`src/rtl/dbg_uart.sv`:
```
// UART debug bridge: 8N1 command bytes from a host become single 16-bit accesses
// on the debugger register window; read data or a write acknowledge goes back over txd.
module dbg_uart #(
    parameter int             l       = 16,
    parameter int             DIV     = 868,
    parameter int             TMO     = 65535,
    parameter logic [l-5:0]   DBGBASE = 12'hFFE
) (
    input  logic         clk,
    input  logic         nreset,
    input  logic         rxd,
    output logic         txd,
    output logic         req,
    input  logic         ack,
    output logic [l-2:0] addr,
    output logic         r,
    output logic [1:0]   w,
    output logic [l-1:0] dout,
    input  logic [l-1:0] din,
    output logic         busy
);

    localparam int CW = $clog2(DIV);
    localparam int TW = $clog2(TMO + 1);
    localparam logic [CW-1:0] BIT_LAST  = CW'(DIV - 1);
    localparam logic [CW-1:0] HALF_LAST = CW'(DIV / 2 - 1);
    localparam logic [TW-1:0] TMO_LAST  = TW'(TMO);

    typedef enum logic [1:0] {RX_IDLE, RX_START, RX_DATA, RX_STOP} rx_state_e;
    typedef enum logic [2:0] {P_IDLE, P_WHI, P_WLO, P_BUS, P_TX1, P_TX2} p_state_e;

    // ------------------------------------------------------------------
    // rxd synchronizer; the third stage only feeds falling-edge detection
    // ------------------------------------------------------------------
    logic rxd_s1_q, rxd_s2_q, rxd_s3_q;

    // NOTE: every flop resets asynchronously on nreset so a reset mid-frame or
    // mid-access drops req/r/w at once, without waiting for a clock edge.
    always_ff @(posedge clk or negedge nreset) begin
        if (!nreset) begin
            rxd_s1_q <= 1'b1;
            rxd_s2_q <= 1'b1;
            rxd_s3_q <= 1'b1;
        end else begin
            rxd_s1_q <= rxd;
            rxd_s2_q <= rxd_s1_q;
            rxd_s3_q <= rxd_s2_q;
        end
    end

    // ------------------------------------------------------------------
    // Receiver
    // ------------------------------------------------------------------
    rx_state_e     rx_state_q, rx_state_d;
    logic [CW-1:0] rx_cnt_q, rx_cnt_d;
    logic [2:0]    rx_bit_q, rx_bit_d;
    logic [7:0]    rx_shift_q, rx_shift_d;
    logic          rx_stb, rx_ferr, rx_tick;

    always_ff @(posedge clk or negedge nreset) begin
        if (!nreset) begin
            rx_state_q <= RX_IDLE;
            rx_cnt_q   <= '0;
            rx_bit_q   <= '0;
            rx_shift_q <= '0;
        end else begin
            rx_state_q <= rx_state_d;
            rx_cnt_q   <= rx_cnt_d;
            rx_bit_q   <= rx_bit_d;
            rx_shift_q <= rx_shift_d;
        end
    end

    // NOTE: each always_comb assigns every output a default first, so no
    // path through the case statement can leave a latch behind.
    always_comb begin
        rx_state_d = rx_state_q;
        rx_cnt_d   = rx_cnt_q;
        rx_bit_d   = rx_bit_q;
        rx_shift_d = rx_shift_q;
        rx_stb     = 1'b0;
        rx_ferr    = 1'b0;
        rx_tick    = (rx_cnt_q == BIT_LAST);
        unique case (rx_state_q)
            RX_IDLE: begin
                if (rxd_s3_q && !rxd_s2_q) begin
                    rx_state_d = RX_START;
                    rx_cnt_d   = '0;
                end
            end
            RX_START: begin
                if (rx_cnt_q == HALF_LAST) begin
                    // Line back high at mid start bit: treat as a glitch
                    rx_state_d = rxd_s2_q ? RX_IDLE : RX_DATA;
                    rx_cnt_d   = '0;
                    rx_bit_d   = '0;
                end else begin
                    rx_cnt_d = rx_cnt_q + CW'(1);
                end
            end
            RX_DATA: begin
                if (rx_tick) begin
                    rx_cnt_d   = '0;
                    rx_shift_d = {rxd_s2_q, rx_shift_q[7:1]};
                    rx_bit_d   = rx_bit_q + 3'd1;
                    if (rx_bit_q == 3'd7) rx_state_d = RX_STOP;
                end else begin
                    rx_cnt_d = rx_cnt_q + CW'(1);
                end
            end
            RX_STOP: begin
                if (rx_tick) begin
                    rx_cnt_d   = '0;
                    rx_state_d = RX_IDLE;
                    rx_stb     = rxd_s2_q;
                    rx_ferr    = !rxd_s2_q;
                end else begin
                    rx_cnt_d = rx_cnt_q + CW'(1);
                end
            end
            default: rx_state_d = RX_IDLE;
        endcase
    end

    // ------------------------------------------------------------------
    // Transmitter: a start request wins over the end of the previous stop
    // bit, so consecutive reply bytes run back to back.
    // ------------------------------------------------------------------
    logic          tx_active_q;
    logic [CW-1:0] tx_cnt_q;
    logic [3:0]    tx_bit_q;
    logic [8:0]    tx_shift_q;
    logic          txd_q;
    logic          tx_start, tx_done;
    logic [7:0]    tx_byte;

    assign tx_done = tx_active_q && (tx_cnt_q == BIT_LAST) && (tx_bit_q == 4'd9);

    always_ff @(posedge clk or negedge nreset) begin
        if (!nreset) begin
            tx_active_q <= 1'b0;
            tx_cnt_q    <= '0;
            tx_bit_q    <= '0;
            tx_shift_q  <= '0;
            txd_q       <= 1'b1;
        end else if (tx_start) begin
            tx_active_q <= 1'b1;
            tx_cnt_q    <= '0;
            tx_bit_q    <= '0;
            tx_shift_q  <= {1'b1, tx_byte};
            txd_q       <= 1'b0;
        end else if (tx_active_q) begin
            if (tx_cnt_q == BIT_LAST) begin
                tx_cnt_q <= '0;
                if (tx_bit_q == 4'd9) begin
                    tx_active_q <= 1'b0;
                    txd_q       <= 1'b1;
                end else begin
                    txd_q      <= tx_shift_q[0];
                    tx_shift_q <= {1'b1, tx_shift_q[8:1]};
                    tx_bit_q   <= tx_bit_q + 4'd1;
                end
            end else begin
                tx_cnt_q <= tx_cnt_q + CW'(1);
            end
        end
    end

    // ------------------------------------------------------------------
    // Command parser
    // ------------------------------------------------------------------
    p_state_e      p_state_q, p_state_d;
    logic          we_q, we_d;
    logic [2:0]    idx_q, idx_d;
    logic [l-2:0]  addr_q, addr_d;
    logic [l-1:0]  dout_q, dout_d;
    logic [7:0]    reply_q, reply_d;
    logic [TW-1:0] tmo_cnt_q, tmo_cnt_d;

    always_ff @(posedge clk or negedge nreset) begin
        if (!nreset) begin
            p_state_q <= P_IDLE;
            we_q      <= 1'b0;
            idx_q     <= '0;
            addr_q    <= '0;
            dout_q    <= '0;
            reply_q   <= '0;
            tmo_cnt_q <= '0;
        end else begin
            p_state_q <= p_state_d;
            we_q      <= we_d;
            idx_q     <= idx_d;
            addr_q    <= addr_d;
            dout_q    <= dout_d;
            reply_q   <= reply_d;
            tmo_cnt_q <= tmo_cnt_d;
        end
    end

    always_comb begin
        p_state_d = p_state_q;
        we_d      = we_q;
        idx_d     = idx_q;
        addr_d    = addr_q;
        dout_d    = dout_q;
        reply_d   = reply_q;
        tmo_cnt_d = '0;
        tx_start  = 1'b0;
        tx_byte   = reply_q;
        unique case (p_state_q)
            P_IDLE: begin
                if (rx_stb && (rx_shift_q[6:3] == 4'd0)) begin
                    we_d  = rx_shift_q[7];
                    idx_d = rx_shift_q[2:0];
                    if (rx_shift_q[7]) begin
                        p_state_d = P_WHI;
                    end else begin
                        p_state_d = P_BUS;
                        addr_d    = {DBGBASE, rx_shift_q[2:0]};
                    end
                end
            end
            P_WHI, P_WLO: begin
                // A byte in the same cycle as the timeout still counts
                if (rx_stb) begin
                    if (p_state_q == P_WHI) begin
                        dout_d[l-1:l-8] = rx_shift_q;
                        p_state_d       = P_WLO;
                    end else begin
                        dout_d[7:0] = rx_shift_q;
                        addr_d      = {DBGBASE, idx_q};
                        p_state_d   = P_BUS;
                    end
                end else if (rx_ferr || (tmo_cnt_q == TMO_LAST)) begin
                    p_state_d = P_IDLE;
                end else begin
                    tmo_cnt_d = tmo_cnt_q + TW'(1);
                end
            end
            P_BUS: begin
                if (ack) begin
                    tx_start = 1'b1;
                    if (we_q) begin
                        reply_d   = 8'h06;
                        tx_byte   = 8'h06;
                        p_state_d = P_TX2;
                    end else begin
                        reply_d   = din[7:0];
                        tx_byte   = din[l-1:l-8];
                        p_state_d = P_TX1;
                    end
                end
            end
            P_TX1: begin
                if (tx_done) begin
                    tx_start  = 1'b1;
                    p_state_d = P_TX2;
                end
            end
            P_TX2: begin
                if (tx_done) p_state_d = P_IDLE;
            end
            default: p_state_d = P_IDLE;
        endcase
    end

    assign req  = (p_state_q == P_BUS);
    assign r    = req && !we_q;
    assign w    = {2{req && we_q}};
    assign addr = addr_q;
    assign dout = dout_q;
    assign txd  = txd_q;
    assign busy = (p_state_q != P_IDLE);

endmodule

```
`config.mk`:
```
export PLATFORM = sky130hd
export DESIGN_NAME = dbg_uart
export DESIGN_NICKNAME = d
export VERILOG_FILES = /design/src/rtl/dbg_uart.sv
export SDC_FILE = /design/constraint.sdc
export NUM_CORES = 1
export LEC_CHECK = 0
export BUFFER_PORTS_ARGS = -buffer_cell sky130_fd_sc_hd__buf_2
export CORE_ASPECT_RATIO = 1.2
export CORE_MARGIN = 2
export CORE_UTILIZATION = 58
export CTS_CLUSTER_DIAMETER = 200
export DETAILED_ROUTE_END_ITERATION = 6
export PLACE_DENSITY = 0.79
export SETUP_SLACK_MARGIN = 0.2
export SYNTH_ARGS = -nofsm -noshare
export SYNTH_HDL_FRONTEND = slang
export SYNTH_SLANG_ARGS = --single-unit
```
`constraint.sdc`:
```
create_clock -name clk -period 3.2 [get_ports clk]
set_input_delay 0.16 -clock clk [delete_from_list [all_inputs] [get_ports clk]]
set_output_delay 0.16 -clock clk [all_outputs]
set_load 0.01 [all_outputs]
```
; After elaboration in Yosys (flattened, before gate mapping)
; Index checks and enable logic that the tools add are counted.
[word_totals]
regBits = 113
latchBits = 0
ram_bits = 0
romBits = 0
input_bits = 20
out_inout_bits = 37
elab_cells = 146
memories = 0
[classes]
addsub = 5
multipliers = 0
n_div = 0
order_cmp = 0
n_eq_ne = 28
shifts = 0
muxes = 62
bitwise_logic = 1
n_reduce_logical = 30
[ops]
columns = cell, n
row1 = 10-bit two-way mux, 6
row2 = 15-bit two-way mux, 4
row3 = 16-bit two-way mux, 3
row4 = 9-bit two-way mux, 4
row5 = 8-bit two-way mux, 4
row6 = 10-bit one-hot mux with 3 select lines, 1
row7 = 15-bit one-hot mux with 2 select lines, 1
row8 = 3-bit two-way mux, 8
row9 = 2-bit != test (second input constant), 12
row10 = 10-bit by 1-bit adder with 10-bit output (second input constant), 2
row11 = 10-bit equality test (second input constant), 2
row12 = 16-bit by 1-bit adder with 16-bit output (second input constant), 1
row13 = 16-bit equality test (second input constant), 1
row14 = 1-bit two-way mux, 16
row15 = 4-bit two-way mux, 4
row16 = 3-bit one-hot mux with 5 select lines, 1
row17 = 5-bit AND reduction, 3
row18 = 2-bit two-way mux, 7
row19 = 3-bit AND reduction, 4
row20 = 10-bit by 9-bit equality test with 1-bit output (second input constant), 1
row21 = 3-bit equality test (second input constant), 3
row22 = 2-bit one-hot mux with 4 select lines, 1
row23 = 2-bit AND reduction, 4
row24 = 2-bit nonzero test, 4
row25 = 20 further kinds, 29

; Depth between registers and ports, before layout
; Gate-level depths: netlist (run 1).
[logic_depth]
ltp_word = 7
ltp_mapped = 9
depth_no_buf = 7

; Worst setup path before layout (run 1)
; OpenSTA, ideal clock, no wires.
[synth_path]
path_kind = reg-to-reg
start = reg rx_cnt_q[0]
end = reg dout_q[10], in the netlist dout[10]
setup_ps = 125
t_arrival_ps = 2273
t_required_ps = 3075
slack_ps = 801
path_stages_with_launch = 8
path_buffers = 1
synth_period_minus_slack_ps = 2399
cell_sequence = dfrtp_1 > ha_1 > nand4b_1 > or3_4 > or2_1 > or4b_1 > buf_6 > mux2_4
[synth_between]
elab_chain_cells = 4
[synth_rtl]
columns = element, line_no
row1 = "start, declared", 55  ; logic [CW-1:0] rx_cnt_q, rx_cnt_d;
row2 = "start signal, assigned", 68  ; rx_cnt_q <= rx_cnt_d;
row3 = 10-bit equality test, 83  ; rx_tick = (rx_cnt_q == BIT_LAST);
row4 = 1-bit two-way mux, 112  ; if (rx_tick) begin
row5 = 1-bit two-way mux, 84  ; unique case (rx_state_q)
row6 = 3-bit AND reduction (no line), n/a
row7 = "end signal, assigned", 194  ; dout_q <= dout_d;
row8 = "end, declared", 176  ; logic [l-1:0] dout_q, dout_d;
; Every way passes these cells.
; A chain may end at the register's enable or synchronous reset.

; Worst setup path after layout (run 1)
[layout_path]
start = reg rx_cnt_q[0]
end = reg dout_q[14], in the netlist dout[14]
; Same word-level chain as after synthesis.

==> impl_metrics.env, run 1 <==
export IMPL_grt_use_total_pct=22.7
export IMPL_cap_violations=0
export IMPL_cts_tree="built"
export IMPL_drt_initial_drc_count=224
export IMPL_max_clock_path_buffers=2
export IMPL_postSynthCellCount=489
export IMPL_die_y_um=106
export IMPL_wl_per_cell_um=15.1
export IMPL_worst_setup_path_type="reg2reg"
export IMPL_clock_skew_ns=0.0133
export IMPL_yosysSeqAreaShare_pct=50.8
export IMPL_wl_met3_um=449
export IMPL_area_delta_synth_final_pct=11.0
export IMPL_worstReg2RegStart="rx_cnt_q[0]$_DFFE_PN0N_"
export IMPL_ys_seq_elements=102
export IMPL_rsz0062_at_grt="no"
export IMPL_cts_sinks=102
export IMPL_crit_chain="ha_1 > nand4b_1 > or3_4 > or2_1 > or4b_1 > mux2_4"
export IMPL_antenna_found_initial=0
export IMPL_fin_area_mm2=0.00559
export IMPL_place_gp_congestion=0.809
export IMPL_p_comb_share_pct=6.6
export IMPL_seqCellArea_mm2=0.00256
export IMPL_ys_types=58
export IMPL_synthesis_nets=517
export IMPL_hold_slack_ns=0.00176
export IMPL_clock_power_share_pct=35.6
export IMPL_period_share_pct=85.7
export IMPL_path_max_fanout=8
export IMPL_drive_gt1_share_pct=22.7
export IMPL_timing_fmax_mhz=365
export IMPL_dominantRegCellSynth="dfrtp_1"
export IMPL_design_die_area_mm2=0.00944
export IMPL_clk_latency_ns=0.39
export IMPL_synthesis_area_mm2=0.00503
export IMPL_required_ns=3.48
export IMPL_grt_ovfl_total=0
export IMPL_final_antenna_net_count=0
export IMPL_hold_viol_final=0
export IMPL_io_buffer_count=55
export IMPL_drc_errors=0
export IMPL_critPathLaunchType="register"
export IMPL_fillCellCount=720
export IMPL_die_x_um=89.0
export IMPL_setup_viol=0
export IMPL_yosys_warnings=0
export IMPL_hold_buffers=4
export IMPL_cts_clk_slew_worst_paths_ns=0.10
export IMPL_top_level_ports=57
export IMPL_critical_path_slowest_cell="or4b_1"
export IMPL_min_delay_path_depth=3
export IMPL_cts_resized_gates=0
export IMPL_p_seq_share_pct=57.8
export IMPL_internal_power_mw=1.80
export IMPL_vias_per_cell=5.70
export IMPL_grt_pass1_wl_um=16800
export IMPL_power_share_switching_pct=25.2
export IMPL_htreeDepth=3
export IMPL_r2r_cells=6
export IMPL_hp_class="in2reg"
export IMPL_timing_setup_tns_ns=0
export IMPL_synth_edf_count=0
export IMPL_p_leak_nw=2.72
export IMPL_start_util_pct=59.1
export IMPL_p_switching_mw=0.608
export IMPL_cts_buffers=9
export IMPL_synthArstFlopShare_pct=100
export IMPL_num_rows=37
export IMPL_grt_max_degree=55
export IMPL_multiInputGateArea_mm2=0.00223
export IMPL_dp_hpwl_um=6960
export IMPL_irDropWorstVdd_uv=319
export IMPL_root_buffer="clkbuf_8"
export IMPL_outcome="finished clean"
export IMPL_period_needed_ns=2.74
export IMPL_slew_headroom_pct=16.5
export IMPL_hold_start="din[1]"
export IMPL_first_global_vias=3685
export IMPL_hold_end="reply_q[1]$_DFFE_PN0N_"
export IMPL_fin_util_pct=65.6
export IMPL_routed_wl_um=9910
export IMPL_wl_met2_um=4940
export IMPL_met1_length_um=4280
export IMPL_worstSetupEndpointType="register"
export IMPL_r2r_slack_ns=0.46
export IMPL_timing_rr_end="dout[14]$_DFFE_PN0P_"
export IMPL_place_area_mm2=0.00534
export IMPL_antenna_cells=0
export IMPL_synth_avg_cell_area_um2=10.3
export IMPL_final_max_slew_viol_count=0
export IMPL_coreArea_mm2=0.00852
export IMPL_final_nets=561
export IMPL_crit_start="rx_cnt_q[0]$_DFFE_PN0N_"
export IMPL_cts_setup_buffers=0
export IMPL_arrival_ns=3.02
export IMPL_dr_pass1_iters=4
export IMPL_power_density_mw_per_mm2=432
export IMPL_slowest_delay_ns=0.73
export IMPL_worst_slew_pin_slew_ns=1.25
export IMPL_vias=3733
export IMPL_routed_top_layer="met4"
-- critical path, delay by kind of cell (launching register included) --
| kind | cells | cell delay [ns] |
|---|---|---|
| simple gates | 4 | 1.59 |
| flops | 1 | 0.43 |
| mux | 1 | 0.39 |
| fa+ha+maj | 1 | 0.22 |
-- stage by stage --
stage,std cells,power (mW),setup slack [ns]
floorplan,489,1.51,0.801
global placement,635,1.56,0.566
detailed placement,635,1.58,0.494
CTS,655,2.42,0.463
global route,655,2.50,0.252
finish,655,2.41,0.459
-- flip-flops by register name, indices dropped and copies added, names as in the netlist, 3 cells and up, named ones only --
signal and cells:
addr 4, dout 16, idx_q 3, p_state_q 3, reply_q 8, rx_bit_q 3
rx_cnt_q 10, rx_shift_q 8, tmo_cnt_q 16, tx_bit_q 4, tx_cnt_q 10, tx_shift_q 9
-- power by group through the flow --
stage | registers [mW] | logic (mW) | clock network [mW]
2_1_floorplan | 1.39 | 0.114 | 0
3_3_place_gp | 1.42 | 0.148 | 0
3_5_place_dp | 1.42 | 0.158 | 0
4_1_cts | 1.39 | 0.162 | 0.869
5_1_grt | 1.40 | 0.182 | 0.917
6_report | 1.39 | 0.159 | 0.858
-- synth_stat cells, drive strengths merged, types with 2 or more instances --
| library cell | n | area [µm²] |
|---|---|---|
| nand4bb | 2 | 22.5 |
| nor3 | 9 | 45.0 |
| a31oi | 4 | 25.0 |
| or3b | 3 | 26.3 |
| xor2 | 10 | 87.6 |
| a211oi | 2 | 15.0 |
| o22ai | 3 | 18.8 |
| nand4 | 11 | 68.8 |
| buf | 15 | 111 |
| nor2 | 45 | 169 |
| nand3 | 21 | 110 |
| or2 | 4 | 25.0 |
| nand2b | 3 | 18.8 |
| or4b | 2 | 20.0 |
| o31ai | 7 | 52.6 |
| nor3b | 2 | 15.0 |
| inv | 20 | 75.1 |
| o311a | 6 | 60.1 |
| or3 | 5 | 36.3 |
| mux2 | 35 | 424 |
| dfstp | 4 | 105 |
| o22a | 2 | 17.5 |
| or4 | 3 | 22.5 |
| nand2 | 53 | 199 |
| nand3b | 10 | 75.1 |
| o211ai | 2 | 15.0 |
| and4 | 2 | 17.5 |
| nand4b | 3 | 26.3 |
| xnor2 | 13 | 114 |
| dfrtp | 98 | 2450 |
| o21ai | 27 | 135 |
| and3 | 6 | 37.5 |
| nor4 | 5 | 31.3 |
| mux2i | 2 | 20.0 |
| nor2b | 3 | 18.8 |
| a21o | 5 | 37.5 |
| ha | 8 | 100 |
| clkbuf | 17 | 63.8 |
| a21oi | 8 | 43.8 |
-- worst max-delay path by stage --
stage / slack [ns] / depth (start not counted) / to
final: 0.46 / 6 / dout[14]$_DFFE_PN0P_
after global routing: 0.25 / 6 / addr[1]$_DFFE_PN0P_
after CTS: 0.46 / 6 / dout[14]$_DFFE_PN0P_
after detailed placement: 0.49 / 6 / dout[12]$_DFFE_PN0P_
after global placement: 0.57 / 6 / dout[8]$_DFFE_PN0P_
after floorplan: 0.80 / 7 / dout[10]$_DFFE_PN0P_
-- cells by family (layout without fill, tap and decap cells) --
logic type	after synthesis	count (layout)	synth area share [%]
other	1	1	0.0745
muxes	37	37	8.82
AOI/OAI and AO/OA	72	72	9.40
and+or+nand+nor	194	194	19.9
DFF	102	102	50.8
xor gates and xnor gates	23	23	4.00
buffers and inverters	52	101	4.97
adders and majority gates	8	8	1.99
-- layout by cell type (no fill, tap or decap), types with 6 or more instances in the layout --
cell type / count
nand3_1: 20
nor2_1: 45
buf_2: 54
o21ai_0: 26
a21oi_1: 7
nand3b_1: 10
o31ai_1: 7
ha_1: 8
inv_1: 20
clkbuf_8: 10
nand2_1: 53
buf_4: 6
o311a_1: 6
nand4_1: 11
and3_1: 6
nor3_1: 9
xor2_1: 10
mux2_4: 8
dfrtp_1: 98
mux2_2: 27
xnor2_1: 13
-- layout make-up --
type,count,share of cell area [%]
Tap cell,117,2.62
Inverter,20,1.34
Timing Repair Buffer,65,6.72
Sequential cell,102,45.8
Clock buffer,11,2.53
Multi-Input combinational cell,335,39.8
Clock inverter,5,1.16
-- layer usage --
layer / global-route usage (%) / vias up
met5: 0 / -
met4: 8.74 / 0
met3: 5.67 / 20
met2: 36.9 / 72
met1: 29.0 / 1843
li1: - / 1798
No activity file was read; power rests on OpenSTA's default activity.
==> run 2, diff against run 1 <==
Settings changed: ABC_AREA set to 1, CORE_UTILIZATION 58 to 61, CTS_BUF_LIST set to sky130_fd_sc_hd__clkbuf_4, PLACE_DENSITY 0.79 to 0.83.
==> impl_metrics.env, run 2 <==
export IMPL_outcome="finished clean"
export IMPL_cts_buffers=9
export IMPL_arrival_ns=2.82
export IMPL_place_gp_congestion=0.863
export IMPL_yosysSeqAreaShare_pct=50.4
export IMPL_vias=4364
export IMPL_setup_viol=0
export IMPL_rsz0062_at_grt="no"
export IMPL_dr_pass1_iters=5
export IMPL_start_util_pct=62.6
export IMPL_worst_slew_pin_slew_ns=1.03
export IMPL_hold_viol_final=0
export IMPL_power_share_switching_pct=30.6
export IMPL_htreeDepth=3
export IMPL_postSynthCellCount=619
export IMPL_cts_clk_slew_worst_paths_ns=0.17
export IMPL_synth_common_cells="154 x nand2_1, 98 x dfrtp_1, 63 x inv_1, 63 x o21ai_0, 61 x nor2_1"
export IMPL_vias_per_cell=5.65
export IMPL_drive_gt1_share_pct=14.1
export IMPL_p_leak_nw=2.80
export IMPL_final_nets=699
export IMPL_dominantRegCellSynth="dfrtp_1"
export IMPL_period_share_pct=76.4
export IMPL_final_max_slew_viol_count=0
export IMPL_first_global_vias=4295
export IMPL_period_needed_ns=2.45
export IMPL_design_die_area_mm2=0.00907
export IMPL_synth_top_area_share_pct=48.3
export IMPL_synthesis_area_mm2=0.00508
export IMPL_p_switching_mw=0.703
export IMPL_synthArstFlopShare_pct=100
export IMPL_die_y_um=104
export IMPL_cts_sinks=102
export IMPL_top_level_ports=57
export IMPL_root_buffer="clkbuf_4"
export IMPL_worstSetupEndpointType="register"
export IMPL_grt_use_total_pct=25.4
export IMPL_slowest_delay_ns=0.52
export IMPL_hold_buffers=10
export IMPL_area_delta_synth_final_pct=9.34
export IMPL_crit_chain="inv_1 > ha_1 > nand2_1 > nor2_1 > nand4_1 > nand3_2 > nand2_2 > nand2_1 > nand2_1"
export IMPL_power_density_mw_per_mm2=414
export IMPL_cts_resized_gates=0
export IMPL_drt_initial_drc_count=343
export IMPL_timing_fmax_mhz=409
export IMPL_wl_per_cell_um=14.1
export IMPL_hold_slack_ns=0.0470
export IMPL_synthesis_nets=647
export IMPL_worst_setup_path_type="reg2reg"
export IMPL_routed_wl_um=10900
export IMPL_clock_skew_ns=0.0184
export IMPL_coreArea_mm2=0.00811
export IMPL_clk_latency_ns=0.48
export IMPL_required_ns=3.58
export IMPL_dp_hpwl_um=7590
export IMPL_final_antenna_net_count=0
export IMPL_ys_types=40
export IMPL_critical_path_slowest_cell="nand4_1"
export IMPL_drc_errors=0
export IMPL_io_buffer_count=55
export IMPL_hp_class="in2reg"
export IMPL_synth_avg_cell_area_um2=8.20
export IMPL_internal_power_mw=1.59
export IMPL_cts_setup_buffers=0
export IMPL_synthTopCellsByArea="dfrtp_1 48%, nand2_1 11%, o21ai_0 6.2%"
export IMPL_timing_setup_tns_ns=0
export IMPL_cap_violations=0
export IMPL_ys_seq_elements=102
export IMPL_antenna_found_initial=0
export IMPL_final_common_cell="nand2_1"
export IMPL_grt_ovfl_total=0
export IMPL_crit_top_cell="nand2_1"
export IMPL_yosys_warnings=0
export IMPL_die_x_um=87.3
export IMPL_slew_headroom_pct=31.6
export IMPL_num_rows=36
export IMPL_critPathLaunchType="register"
export IMPL_p_comb_share_pct=11.1
export IMPL_cts_tree="built"
export IMPL_max_clock_path_buffers=2
export IMPL_path_max_fanout=13
export IMPL_clock_power_share_pct=29.4
export IMPL_p_seq_share_pct=59.5
export IMPL_irDropWorstVdd_uv=296
export IMPL_mostFrequentLayoutCells="154 x nand2_1, 98 x dfrtp_1, 63 x inv_1, 63 x o21ai_0, 61 x nor2_1"
export IMPL_yosys_area_top_type="dfrtp_1"
export IMPL_fillCellCount=623
export IMPL_grt_max_degree=83
export IMPL_synth_edf_count=0
export IMPL_grt_pass1_wl_um=18800
export IMPL_synth_most_common_cell="nand2_1"
==> run 2: area by class of cell <==
cell class | instances | area [µm²] | share of cell area [%]
sequential | 102 | 2560 | 46.1
clock inverter | 7 | 73.8 | 1.33
tap | 95 | 119 | 2.14
timing repair buffer | 67 | 393 | 7.08
multi-input combinational | 426 | 2100 | 37.7
inverter | 65 | 244 | 4.39
antenna | 1 | 2.50 | 0.0451
clock buffer | 9 | 67.6 | 1.22
==> run 2: worst max-delay path: cells and delay by family, from the launching register on <==
kind | cells | cell delay (ns)
flops | 1 | 0.44
buf+inv | 1 | 0.07
simple gates | 7 | 1.71
fa+ha+maj | 1 | 0.13
==> run 2: metrics by stage <==
step	instances	util [%]	power [mW]	worst slack [ns]	area, µm²
floorplan	619	-	1.54	1.49	5080
global placement	745	65.5	1.62	0.958	5310
detailed placement	745	65.5	1.63	0.835	5310
CTS	771	68.5	2.30	0.787	5550
global route	771	68.5	2.41	0.528	5550
finish	772	68.5	2.30	0.755	5550
==> run 2: logic make-up (layout without fill, tap and decap cells) <==
kind of cell               Yosys count  in the layout  share of synthesized area, %
xor gates and xnor gates            11             11                          1.90
buffers and inverters               91            148                          8.38
adders and majority gates            8              8                          1.97
other                                1              2                        0.0738
AOI/OAI and AO/OA                   93             93                          9.83
DFF                                102            102                          50.4
and+or+nand+nor                    313            313                          27.5
==> run 2: path summary, 6_finish.rpt <==
kind,start,endpoint,slack [ns],cells after the start
max,tx_bit_q[1]$_DFFE_PN0P_,tx_bit_q[0]$_DFFE_PN0P_,0.75,9
min,ack,reply_q[6]$_DFFE_PN0N_,0.05,3
max reg2reg,tx_bit_q[1]$_DFFE_PN0P_,tx_bit_q[0]$_DFFE_PN0P_,0.75,9
min reg2reg,rxd_s1_q$_DFF_PN1_,rxd_s2_q$_DFF_PN1_,0.38,0
max in group asynchronous,nreset,tx_shift_q[8]$_DFFE_PN0P_,1.93,3
min in group asynchronous,nreset,tmo_cnt_q[15]$_DFF_PN0_,0.36,2
==> run 2: power groups by stage <==
| stage | Sequential, mW | Combinational, mW | Clock [mW] |
|---|---|---|---|
| 2_1_floorplan | 1.38 | 0.155 | 0 |
| 3_3_place_gp | 1.39 | 0.230 | 0 |
| 3_5_place_dp | 1.39 | 0.244 | 0 |
| 4_1_cts | 1.37 | 0.255 | 0.685 |
| 5_1_grt | 1.38 | 0.294 | 0.744 |
| 6_report | 1.37 | 0.254 | 0.676 |
==> run 2: metal layers <==
metal,up-vias,part of all wire [%],track usage [%]
li1,2104,-,-
met1,2094,43,33.5
met2,138,50,42.3
met3,28,4.7,4.05
met4,0,2.3,8.79
met5,-,0,0
==> run 3, diff against run 2 <==
Settings changed: CORE_UTILIZATION 61 to 55, PLACE_DENSITY 0.83 to 0.79.
Clock period 3.2 ns to 2.08 ns, I/O delays scaled along.
==> impl_metrics.env, run 3 (synthesis gave the netlist of run 2 again) <==
export IMPL_instances_no_fill=824
export IMPL_period_share_pct=87.5
export IMPL_drive_gt1_share_pct=20.6
export IMPL_period_needed_ns=1.82
export IMPL_required_ns=2.49
export IMPL_worst_slew_pin_slew_ns=0.639
export IMPL_slew_headroom_pct=57.1
export IMPL_dp_hpwl_um=7520
export IMPL_grt_max_degree=52
export IMPL_worstReg2RegStart="p_state_q[1]$_DFFE_PN0P_"
export IMPL_path_buf_inv=2
export IMPL_htreeDepth=3
export IMPL_max_clock_path_buffers=2
export IMPL_grt_pass1_wl_um=18100
export IMPL_clk_latency_ns=0.46
export IMPL_clock_skew_ns=0.0224
export IMPL_antenna_found_initial=0
export IMPL_irDropWorstVdd_uv=559
export IMPL_cts_tree="built"
export IMPL_drc_errors=0
export IMPL_dp_cells=782
export IMPL_rsz0062_at_grt="yes"
export IMPL_hold_viol_final=0
export IMPL_power_density_mw_per_mm2=597
export IMPL_die_y_um=109
export IMPL_antenna_cells=0
export IMPL_critical_path_slowest_cell="dfrtp_2"
export IMPL_grt_ovfl_total=0
export IMPL_timing_setup_tns_ns=0
export IMPL_final_antenna_net_count=0
export IMPL_path_max_fanout=10
export IMPL_vias_per_cell=5.27
export IMPL_worst_setup_path_type="reg2reg"
export IMPL_critPathLaunchType="register"
export IMPL_final_common_cell="nand2_1"
export IMPL_final_nets=727
export IMPL_crit_top_cell="buf_4"
export IMPL_place_gp_congestion=0.898
export IMPL_vias=4339
export IMPL_first_global_vias=4062
export IMPL_hold_slack_ns=0.108
export IMPL_routed_wl_um=11200
export IMPL_coreArea_mm2=0.00903
export IMPL_dr_pass1_iters=6
export IMPL_r2r_slack_ns=0.26
export IMPL_drt_initial_drc_count=277
export IMPL_cp_top_family="simple AND/OR/NAND/NOR gates"
export IMPL_io_buffer_count=55
export IMPL_outcome="finished clean"
export IMPL_worstSetupEndpointType="register"
export IMPL_hp_class="in2async"
export IMPL_setup_viol=0
export IMPL_cts_buffers=9
export IMPL_cts_clk_slew_worst_paths_ns=0.17
export IMPL_root_buffer="clkbuf_4"
export IMPL_cap_violations=0
export IMPL_num_rows=38
export IMPL_final_max_slew_viol_count=0
export IMPL_crit_chain="or2_2 > nor2_2 > nand4_1 > buf_4 > nand3_4 > buf_4 > nand3_1 > nand2_1"
export IMPL_die_x_um=91.7
export IMPL_place_area_mm2=0.00544
export IMPL_r2r_cells=8
export IMPL_wl_per_cell_um=13.6
export IMPL_design_die_area_mm2=0.0100
export IMPL_timing_rr_end="tx_bit_q[2]$_DFFE_PN0P_"
export IMPL_timing_fmax_mhz=549
export IMPL_crit_start="p_state_q[1]$_DFFE_PN0P_"
export IMPL_start_util_pct=56.2
export IMPL_mostFrequentLayoutCells="150 x nand2_1, 96 x dfrtp_1, 61 x inv_1, 60 x o21ai_0"
export IMPL_slowest_delay_ns=0.48
export IMPL_p_leak_nw=2.93
export IMPL_cts_sinks=102
export IMPL_top_level_ports=57
export IMPL_arrival_ns=2.23
export IMPL_fin_area_mm2=0.00594
export IMPL_grt_use_total_pct=22.5
export IMPL_area_delta_synth_final_pct=17.0
[run 3: where the power goes]
part	internal, mW	leakage [nW]	switching, mW
clock	0.261	0.0686	0.695
combinational	0.180	1.51	0.307
sequential	2.04	1.36	0.0587
total	2.49	2.93	1.06
[run 3: metal layers]
metal  global-route usage, %  wire length [µm]  vias up
met3                    4.08               320       16
met2                    39.1              5840       80
met4                    7.04               160        0
met1                    28.9              4930     2076
met5                       0                 0        -
li1                        -                 -     2167
[run 3: how the worst max path moves through the flow]
stage	end	depth (start not counted)
floorplan	tx_shift_q[3]$_DFFE_PN0P_	11
global placement	tx_shift_q[2]$_DFFE_PN0P_	7
detailed placement	tx_bit_q[2]$_DFFE_PN0P_	7
CTS	addr[1]$_DFFE_PN0P_	7
global route	tmo_cnt_q[10]$_DFF_PN0_	8
finish	tx_bit_q[2]$_DFFE_PN0P_	8
[run 3: what timing repair did]
item	4_1_cts	5_1_grt
buffers inserted	3	9
hold buffers	12	0
resized for setup	5	35
setup endpoints to repair	36	81
hold endpoints to repair	106	0
pin swaps	2	8
gates cloned	0	2
[run 3: layout make-up]
type,count,area [µm²]
Fill cell,770,3090
Tap cell,120,150
Clock inverter,7,55.1
Inverter,65,244
Multi-Input combinational cell,428,2260
Sequential cell,102,2560
Clock buffer,9,67.6
Timing Repair Buffer,93,606
[run 3: through the flow]
step                      worst slack [ns]  total power [mW]  utilization, %
after floorplan                      0.373              2.36               -
after global placement              0.0425              2.51            60.2
after detailed placement           0.00291              2.53            60.2
after CTS                            0.212              3.50            63.5
after global routing                 0.133              3.71            65.8
final                                0.260              3.55            65.8
